===== config.mk =====
export PLATFORM = sky130hd
export DESIGN_NAME = conv2d_window_sched
export DESIGN_NICKNAME = d
export VERILOG_FILES = /design/src/rtl/conv2d_window_sched.sv
export SDC_FILE = /design/constraint.sdc
export NUM_CORES = 1
export LEC_CHECK = 0
export CORE_ASPECT_RATIO = 0.75
export CORE_MARGIN = 2
export CORE_UTILIZATION = 23
export DETAILED_ROUTE_END_ITERATION = 8
export HOLD_SLACK_MARGIN = 0.12
export MAX_ROUTING_LAYER = met4
export SKIP_LAST_GASP = 1
export SLEW_MARGIN = 20
export SYNTH_ARGS = -nofsm -noshare
export SYNTH_HDL_FRONTEND = slang
export SYNTH_SLANG_ARGS = --single-unit

===== constraint.sdc =====
create_clock -name clk -period 9.7 [get_ports clk]
set_input_delay 0.97 -clock clk [delete_from_list [all_inputs] [get_ports clk]]
set_output_delay 0.97 -clock clk [all_outputs]
set_load 0.1 [all_outputs]

===== src/rtl/conv2d_window_sched.sv =====
// Valid-mode 3x3 convolution sequencer: fetches each window from the input memory,
// hands it to a shared MAC and writes the 16-bit result to the output memory.
module conv2d_window_sched #(
  parameter int ADDR_W  = 16,
  parameter int OADDR_W = 16,
  parameter int DIM_W   = 8,
  parameter int TIMEOUT = 15
) (
  input  logic               clk,
  input  logic               rst,
  input  logic               start,
  input  logic [DIM_W-1:0]   img_w,
  input  logic [DIM_W-1:0]   img_h,
  output logic               busy,
  output logic               done,
  output logic               err,
  output logic               mem_rd_en,
  output logic [ADDR_W-1:0]  mem_rd_addr,
  input  logic [7:0]         mem_rd_data,
  output logic               acc_valid_in,
  output logic [71:0]        acc_win,
  input  logic               acc_valid_out,
  input  logic [15:0]        acc_result,
  output logic               out_wr_en,
  output logic [OADDR_W-1:0] out_wr_addr,
  output logic [15:0]        out_wr_data
);

  // state  | meaning
  // IDLE   | waiting for start
  // FETCH  | nine reads of the current window
  // DRAIN  | capture of the last pixel
  // ISSUE  | window presented to the MAC
  // WAIT   | waiting for the MAC result, bounded by the timeout timer
  // WRITE  | result written, position advanced
  // FIN    | done pulse
  typedef enum logic [2:0] {
    S_IDLE, S_FETCH, S_DRAIN, S_ISSUE, S_WAIT, S_WRITE, S_FIN
  } state_t;

  localparam int TMR_W = (TIMEOUT > 1) ? $clog2(TIMEOUT) : 1;

  state_t             state_q, state_d;
  logic [DIM_W-1:0]   w_q, h_q, r_q, c_q;
  logic [1:0]         kr_q, kc_q;
  logic               cap_en_q;
  logic [3:0]         cap_idx_q;
  logic [71:0]        win_q;
  logic [15:0]        res_q;
  logic [TMR_W-1:0]   tmr_q;
  logic               err_q;

  logic dims_ok, fetch_last, col_last, row_last, tmr_tc;

  assign dims_ok    = (img_w >= DIM_W'(3)) && (img_h >= DIM_W'(3));
  assign fetch_last = (kr_q == 2'd2) && (kc_q == 2'd2);
  assign col_last   = (c_q == w_q - DIM_W'(3));
  assign row_last   = (r_q == h_q - DIM_W'(3));
  assign tmr_tc     = (tmr_q == '0);

  always_ff @(posedge clk or posedge rst) begin
    if (rst) state_q <= S_IDLE;
    else     state_q <= state_d;
  end

  always_comb begin
    state_d = state_q;
    case (state_q)
      S_IDLE:  if (start) state_d = dims_ok ? S_FETCH : S_FIN;
      S_FETCH: if (fetch_last) state_d = S_DRAIN;
      S_DRAIN: state_d = S_ISSUE;
      S_ISSUE: state_d = S_WAIT;
      S_WAIT: begin
        if (acc_valid_out)  state_d = S_WRITE;
        else if (tmr_tc)    state_d = S_FIN;
      end
      S_WRITE: state_d = (col_last && row_last) ? S_FIN : S_FETCH;
      S_FIN:   state_d = S_IDLE;
      default: state_d = S_IDLE;
    endcase
  end

  always_ff @(posedge clk or posedge rst) begin
    if (rst) begin
      w_q       <= '0;
      h_q       <= '0;
      r_q       <= '0;
      c_q       <= '0;
      kr_q      <= '0;
      kc_q      <= '0;
      cap_en_q  <= 1'b0;
      cap_idx_q <= '0;
      win_q     <= '0;
      res_q     <= '0;
      tmr_q     <= '0;
      err_q     <= 1'b0;
    end else begin
      // Read data lags the strobe by one cycle, so the slot index is delayed with it.
      cap_en_q  <= (state_q == S_FETCH);
      cap_idx_q <= 4'(kr_q) * 4'd3 + 4'(kc_q);
      if (cap_en_q) win_q[{cap_idx_q, 3'b000} +: 8] <= mem_rd_data;

      case (state_q)
        S_IDLE: begin
          if (start && dims_ok) begin
            w_q   <= img_w;
            h_q   <= img_h;
            r_q   <= '0;
            c_q   <= '0;
            kr_q  <= '0;
            kc_q  <= '0;
            err_q <= 1'b0;
          end else if (start) begin
            err_q <= 1'b1;
          end
        end
        S_FETCH: begin
          if (kc_q == 2'd2) begin
            kc_q <= '0;
            kr_q <= (kr_q == 2'd2) ? 2'd0 : kr_q + 2'd1;
          end else begin
            kc_q <= kc_q + 2'd1;
          end
        end
        S_ISSUE: tmr_q <= TMR_W'(TIMEOUT - 1);
        S_WAIT: begin
          if (acc_valid_out)  res_q <= acc_result;
          else if (!tmr_tc)   tmr_q <= tmr_q - TMR_W'(1);
          else                err_q <= 1'b1;
        end
        S_WRITE: begin
          if (col_last) begin
            c_q <= '0;
            r_q <= r_q + DIM_W'(1);
          end else begin
            c_q <= c_q + DIM_W'(1);
          end
        end
        default: ;
      endcase
    end
  end

  assign busy         = (state_q != S_IDLE) && (state_q != S_FIN);
  assign done         = (state_q == S_FIN);
  assign err          = err_q;
  assign mem_rd_en    = (state_q == S_FETCH);
  assign mem_rd_addr  = (state_q == S_FETCH) ?
                        ADDR_W'((32'(r_q) + 32'(kr_q)) * 32'(w_q) + 32'(c_q) + 32'(kc_q)) : '0;
  assign acc_valid_in = (state_q == S_ISSUE);
  assign acc_win      = win_q;
  assign out_wr_en    = (state_q == S_WRITE);
  assign out_wr_addr  = (state_q == S_WRITE) ?
                        OADDR_W'(32'(r_q) * (32'(w_q) - 32'd2) + 32'(c_q)) : '0;
  assign out_wr_data  = (state_q == S_WRITE) ? res_q : '0;

endmodule


-- Word level (Yosys, flattened, before mapping)
Cells that the tools add are included.
- mux-type cells: 30
- shifts and indexed selects: 2
- reduce and logical (&&, ||, !) cells: 21
- eq/ne operators: 21
- add/subtract/negate cells: 14
- multiply operators: 3
- $lt $le $gt $ge: 2
- operator list (cell ; count):
    $bwmux W72 ; 1
    $shift A8 B9 Y72 const A ; 1
    $shiftx A8 B9 Y72 ; 1
    $mux W16 ; 3
    $pmux W8 S2 ; 2
    $mux W8 ; 3
    $mux W3 ; 6
    $pmux W3 S6 ; 1
    $add A16 B2 Y16 ; 1
    $add A16 B8 Y16 ; 1
    $add A16 B9 Y16 ; 1
    $add A8 B1 Y8 const B ; 2
    $eq A8 B8 Y1 ; 2
    $ge A8 B2 Y1 const B ; 2
    $mul A9 B8 Y16 ; 1
    $mul A9 B9 Y16 ; 1
    $sub A8 B2 Y8 const B ; 2
    $reduce_and A3 Y1 ; 4
    $ne A2 B2 Y1 const B ; 5
    $add A8 B2 Y9 ; 1
    $eq A3 B3 Y1 const B ; 3
    $ne A3 B3 Y1 const B ; 3
    $neg A7 Y9 ; 1
    $sub A8 B2 Y9 const B ; 1
    21 further kinds ; 44
- output and inout port bits: 126
- input port bits: 44
- register bits: 137

-- Longest topological paths before layout
- depth after elaboration: 5
- depth in mapped cells: 24

-- Least setup slack after synthesis
No wires, ideal clock.
- kind: register -> output
- start: register w_q[4]
- end: output out_wr_addr[15]
- arrival time: 7.451 ns
- cell stages (with the launch flop): 18
- slack: 1.279 ns
- data required time: 8.730 ns
- cells stage by stage: dfrtp_1 > buf_6 > or4_4 > or4_1 > clkbuf_1 > or2_2 > fa_1 > fa_1 > inv_1 > fa_1 > fa_1 > fa_1 > ha_1 > or3_1 > o311ai_0 > o21bai_1 > a31oi_1 > mux2i_1
- longest elaborated chain between the ends: 4
- ends and longest elaborated chain (element ; line ; text):
    start, declared ; 44 ; logic [DIM_W-1:0] w_q, h_q, r_q, c_q;
    start signal, assigned ; 106 ; w_q <= img_w;
    $sub A8 B2 Y9 ; 154 ; OADDR_W'(32'(r_q) * (32'(w_q) - 32'd2) + 32'(c_q)) : '0;
    $mul A9 B9 Y16 ; 154 ;
    $add A16 B9 Y16 ; 154 ;
    $mux W16 ; 153 ; assign out_wr_addr = (state_q == S_WRITE) ?
    end, declared ; 25 ; output logic [OADDR_W-1:0] out_wr_addr,
No other way between the ends.

-- Worst setup path in the final report
- start: register w_q[1]
- end: output out_wr_addr[11]
Same word-level chain as after synthesis.

==> results.toml <==
[setup_path]
crit-reg2reg-capture = "r_q[7]"
r2r-start = "w_q[2]"
endpoint_kind = "primary output"
required_ns = 8.73
r2r_setup_slack_ns = 6.18
crit_fanout = 15
cp-start-kind = "register"
worst_ep_arrival_time_ns = 8.17
crit_type = "register to primary output"
r2r_cells = 8

[synthesis]
netlist_area_um2 = 12200
synth_edf_count = 0
synth-compound-area-share = 0.0758
async_reset_ff_frac = 1.00
synth-simple-area-share = 0.169
ys_seq_area_frac = 0.281
syn_area_per_cell_um2 = 9.85
ys_ff_latch = 137
synthesis.nets = 1483
syn-instance-count = 1238
synth_adder_area_share = 0.268
synth_mux_area_frac = 0.0986
synth_cell_type_count = 69
synth-xor-area-share = 0.0424
synth_ff_type = "dfrtp_1"
yosysWarnings = 0
synth_top_family_by_area = "adder cells"

[floorplan]
core-area_um2 = 52700
die_w_um = 270
die_h_um = 203
design.portCount = 170
placementRows = 73
die-area_um2 = 54900
start_util = 0.231

[route]
wire_per_inst_um = 15.5
drt_wl_total_um = 32700
drt_first_iter_violations = 515
drcViolationCount = 0
via_per_inst = 4.46
antenna_left = 0
drt_pre_antenna_iters = 6
vias = 9425

[sta]
tightest_slew_ns = 1.05
period_share = 0.942
maxSlewViolCount = 0
skew_ns = 0.0154
finalHoldViolCount = 0
tns_ns = 0
fmax_ghz = 0.109
maxSlewHeadroom = 0.297
rsz0062_at_grt = "no"
min_period_ns = 9.14
finalSetupViolations = 0

[power]
p_per_area_nw_per_um2 = 316
combPwrFrac = 0.634
p_int_uw = 2100
clockPowerShare = 0.141
switchingPower_uw = 2730
switching_share = 0.565
p_leak_uw = 0.00697
seqPwrFrac = 0.225
ir_drop_mv = 0.222

[placed_design]
portBuffers = 169
place_congestion = 0.871
hpwl_um = 25900

[status]
status = "finished clean"

[cells_and_area]
filler_cell_count = 5505
synthToLayoutAreaGrowth_pct = 25.0
layout_commonest_cell = "clkdlybuf4s50_1"
final_core_util = 0.289
drive_gt1_frac = 0.117
final_cell_mix = "clkdlybuf4s50_1 (165), inv_1 (158), dfrtp_1 (137)"
fin_nets = 1631

[cts]
cts_sinks = 137
numCtsBuffers = 17
worstSkewPairLatency_ns = 0.44
hold_buffers = 0
cts_setup_buffers = 0
h-tree-depth = 4
clk_path_buf_depth = 2
clkSlewWorstSetupHoldPaths_ns = 0.07
tritoncts = "built"
cts_resized = 0
cts_root_buf = "clkbuf_16"

[global_route]
grt_pass1_wl_um = 53200
antenna_found_initial = 0
grt_usage = 0.126
first_global_vias = 9502
grt_max_degree = 71
globalRouteOverflowTotal = 0

[hold_path]
min_from = "res_q[5]"
min_to = "res_q[5]"
holdPathStages = 1
hp-class = "register to register"

[flow_run]
cap_violations = 0
-- state kept, by name, indices dropped and copies added, names as in the netlist --
register,cells
acc_win,72
c_q,8
state_q,3
r_q,8
err,1
res_q,16
kr_q,2
cap_en_q,1
kc_q,2
h_q,8
w_q,8
cap_idx_q,4
tmr_q,4
-- power by group through the flow --
stage / Sequential, uW / Combinational, uW / Clock (uW)
after floorplan: 1940 / 1440 / 0
after global placement: 1070 / 3040 / 0
after detailed placement: 1100 / 3070 / 0
after CTS: 1080 / 3080 / 705
after global routing: 1130 / 3270 / 726
final: 1080 / 3060 / 680
-- Yosys cell counts (8+ instances only) --
master,count,share of area
inv_1,159,0.049
dfrtp_1,137,0.28
mux2_2,105,0.097
fa_1,101,0.17
ha_1,100,0.10
nand2_1,82,0.025
nor2_1,70,0.022
and2_1,63,0.032
clkbuf_1,43,0.013
xnor2_1,38,0.027
a21oi_1,35,0.014
nor2b_1,35,0.018
and3_1,33,0.017
o21ai_0,32,0.013
nor3_1,24,0.0099
xor2_1,21,0.015
nand2b_1,16,0.0082
nand3_1,13,0.0053
nor3b_1,9,0.0055
a211oi_1,8,0.0049
-- stage by stage --
stage / cells / instance area, um^2 / total power, uW / hold slack, ns / setup slack, ns
3_5_place_dp: 2079 / 14600 / 4160 / 0.490 / 1.08
5_1_grt: 2111 / 15200 / 5120 / 0.518 / 0.0641
4_1_cts: 2111 / 15200 / 4870 / 0.504 / 0.602
3_3_place_gp: 2079 / 14600 / 4120 / 0.482 / 1.28
6_report: 2112 / 15200 / 4830 / 0.500 / 0.561
2_1_floorplan: 1238 / 12200 / 3380 / 0.472 / 1.28
-- logic make-up after synthesis --
logic type	after synthesis
AOI/OAI and AO/OA	139
xor gates and xnor gates	59
adders and majority gates	201
buffers and inverters	207
DFF	137
muxes	107
and+or+nand+nor	388
-- worst max-delay path: stages, from the launching register on --
cell             delay, ns
dfrtp_1               0.69
clkinv_1              0.44
ha_1                  0.36
nand2_1               0.10
xor2_1                0.56
nor2_1                0.14
fa_1                  0.49
fa_1                  0.55
inv_1                 0.05
fa_1                  0.47
inv_1                 0.05
fa_1                  0.52
inv_1                 0.05
fa_1                  0.50
inv_1                 0.04
ha_1                  0.23
or3_1                 0.40
o311ai_0              0.54
o21a_1                0.21
o21ai_0               0.08
nor2_1                0.11
clkdlybuf4s50_1       1.14
-- layer usage --
layer  global-route usage  vias to the layer above  wire (um)
li1                     -                     4422          -
met1                0.178                     4722      16200
met2                0.188                      259      14600
met3               0.0226                       22       1540
met4               0.0246                        0        295
met5                    -                        -          0
-- layout make-up --
class	count	area [um^2]	share of cell area
Tap cell	712	891	0.0584
Timing Repair Buffer	176	1730	0.114
Clock buffer	19	443	0.0290
Sequential cell	137	3430	0.225
Multi-Input combinational cell	894	7980	0.524
Inverter	160	606	0.0397
Clock inverter	13	160	0.0105
Antenna cell	1	2.50	0.000164
-- worst max-delay path by stage --
stage | startpoint | endpoint | slack [ns] | cells past startpoint
5_1_grt | w_q[1] | out_wr_addr[11] | 0.06 | 21
4_1_cts | w_q[1] | out_wr_addr[11] | 0.60 | 21
2_1_floorplan | w_q[4] | out_wr_addr[15] | 1.28 | 17
3_3_place_gp | w_q[1] | out_wr_addr[11] | 1.28 | 21
6_report | w_q[1] | out_wr_addr[11] | 0.56 | 21
3_5_place_dp | w_q[1] | out_wr_addr[11] | 1.08 | 21
Power figures use the tool's default switching activity.
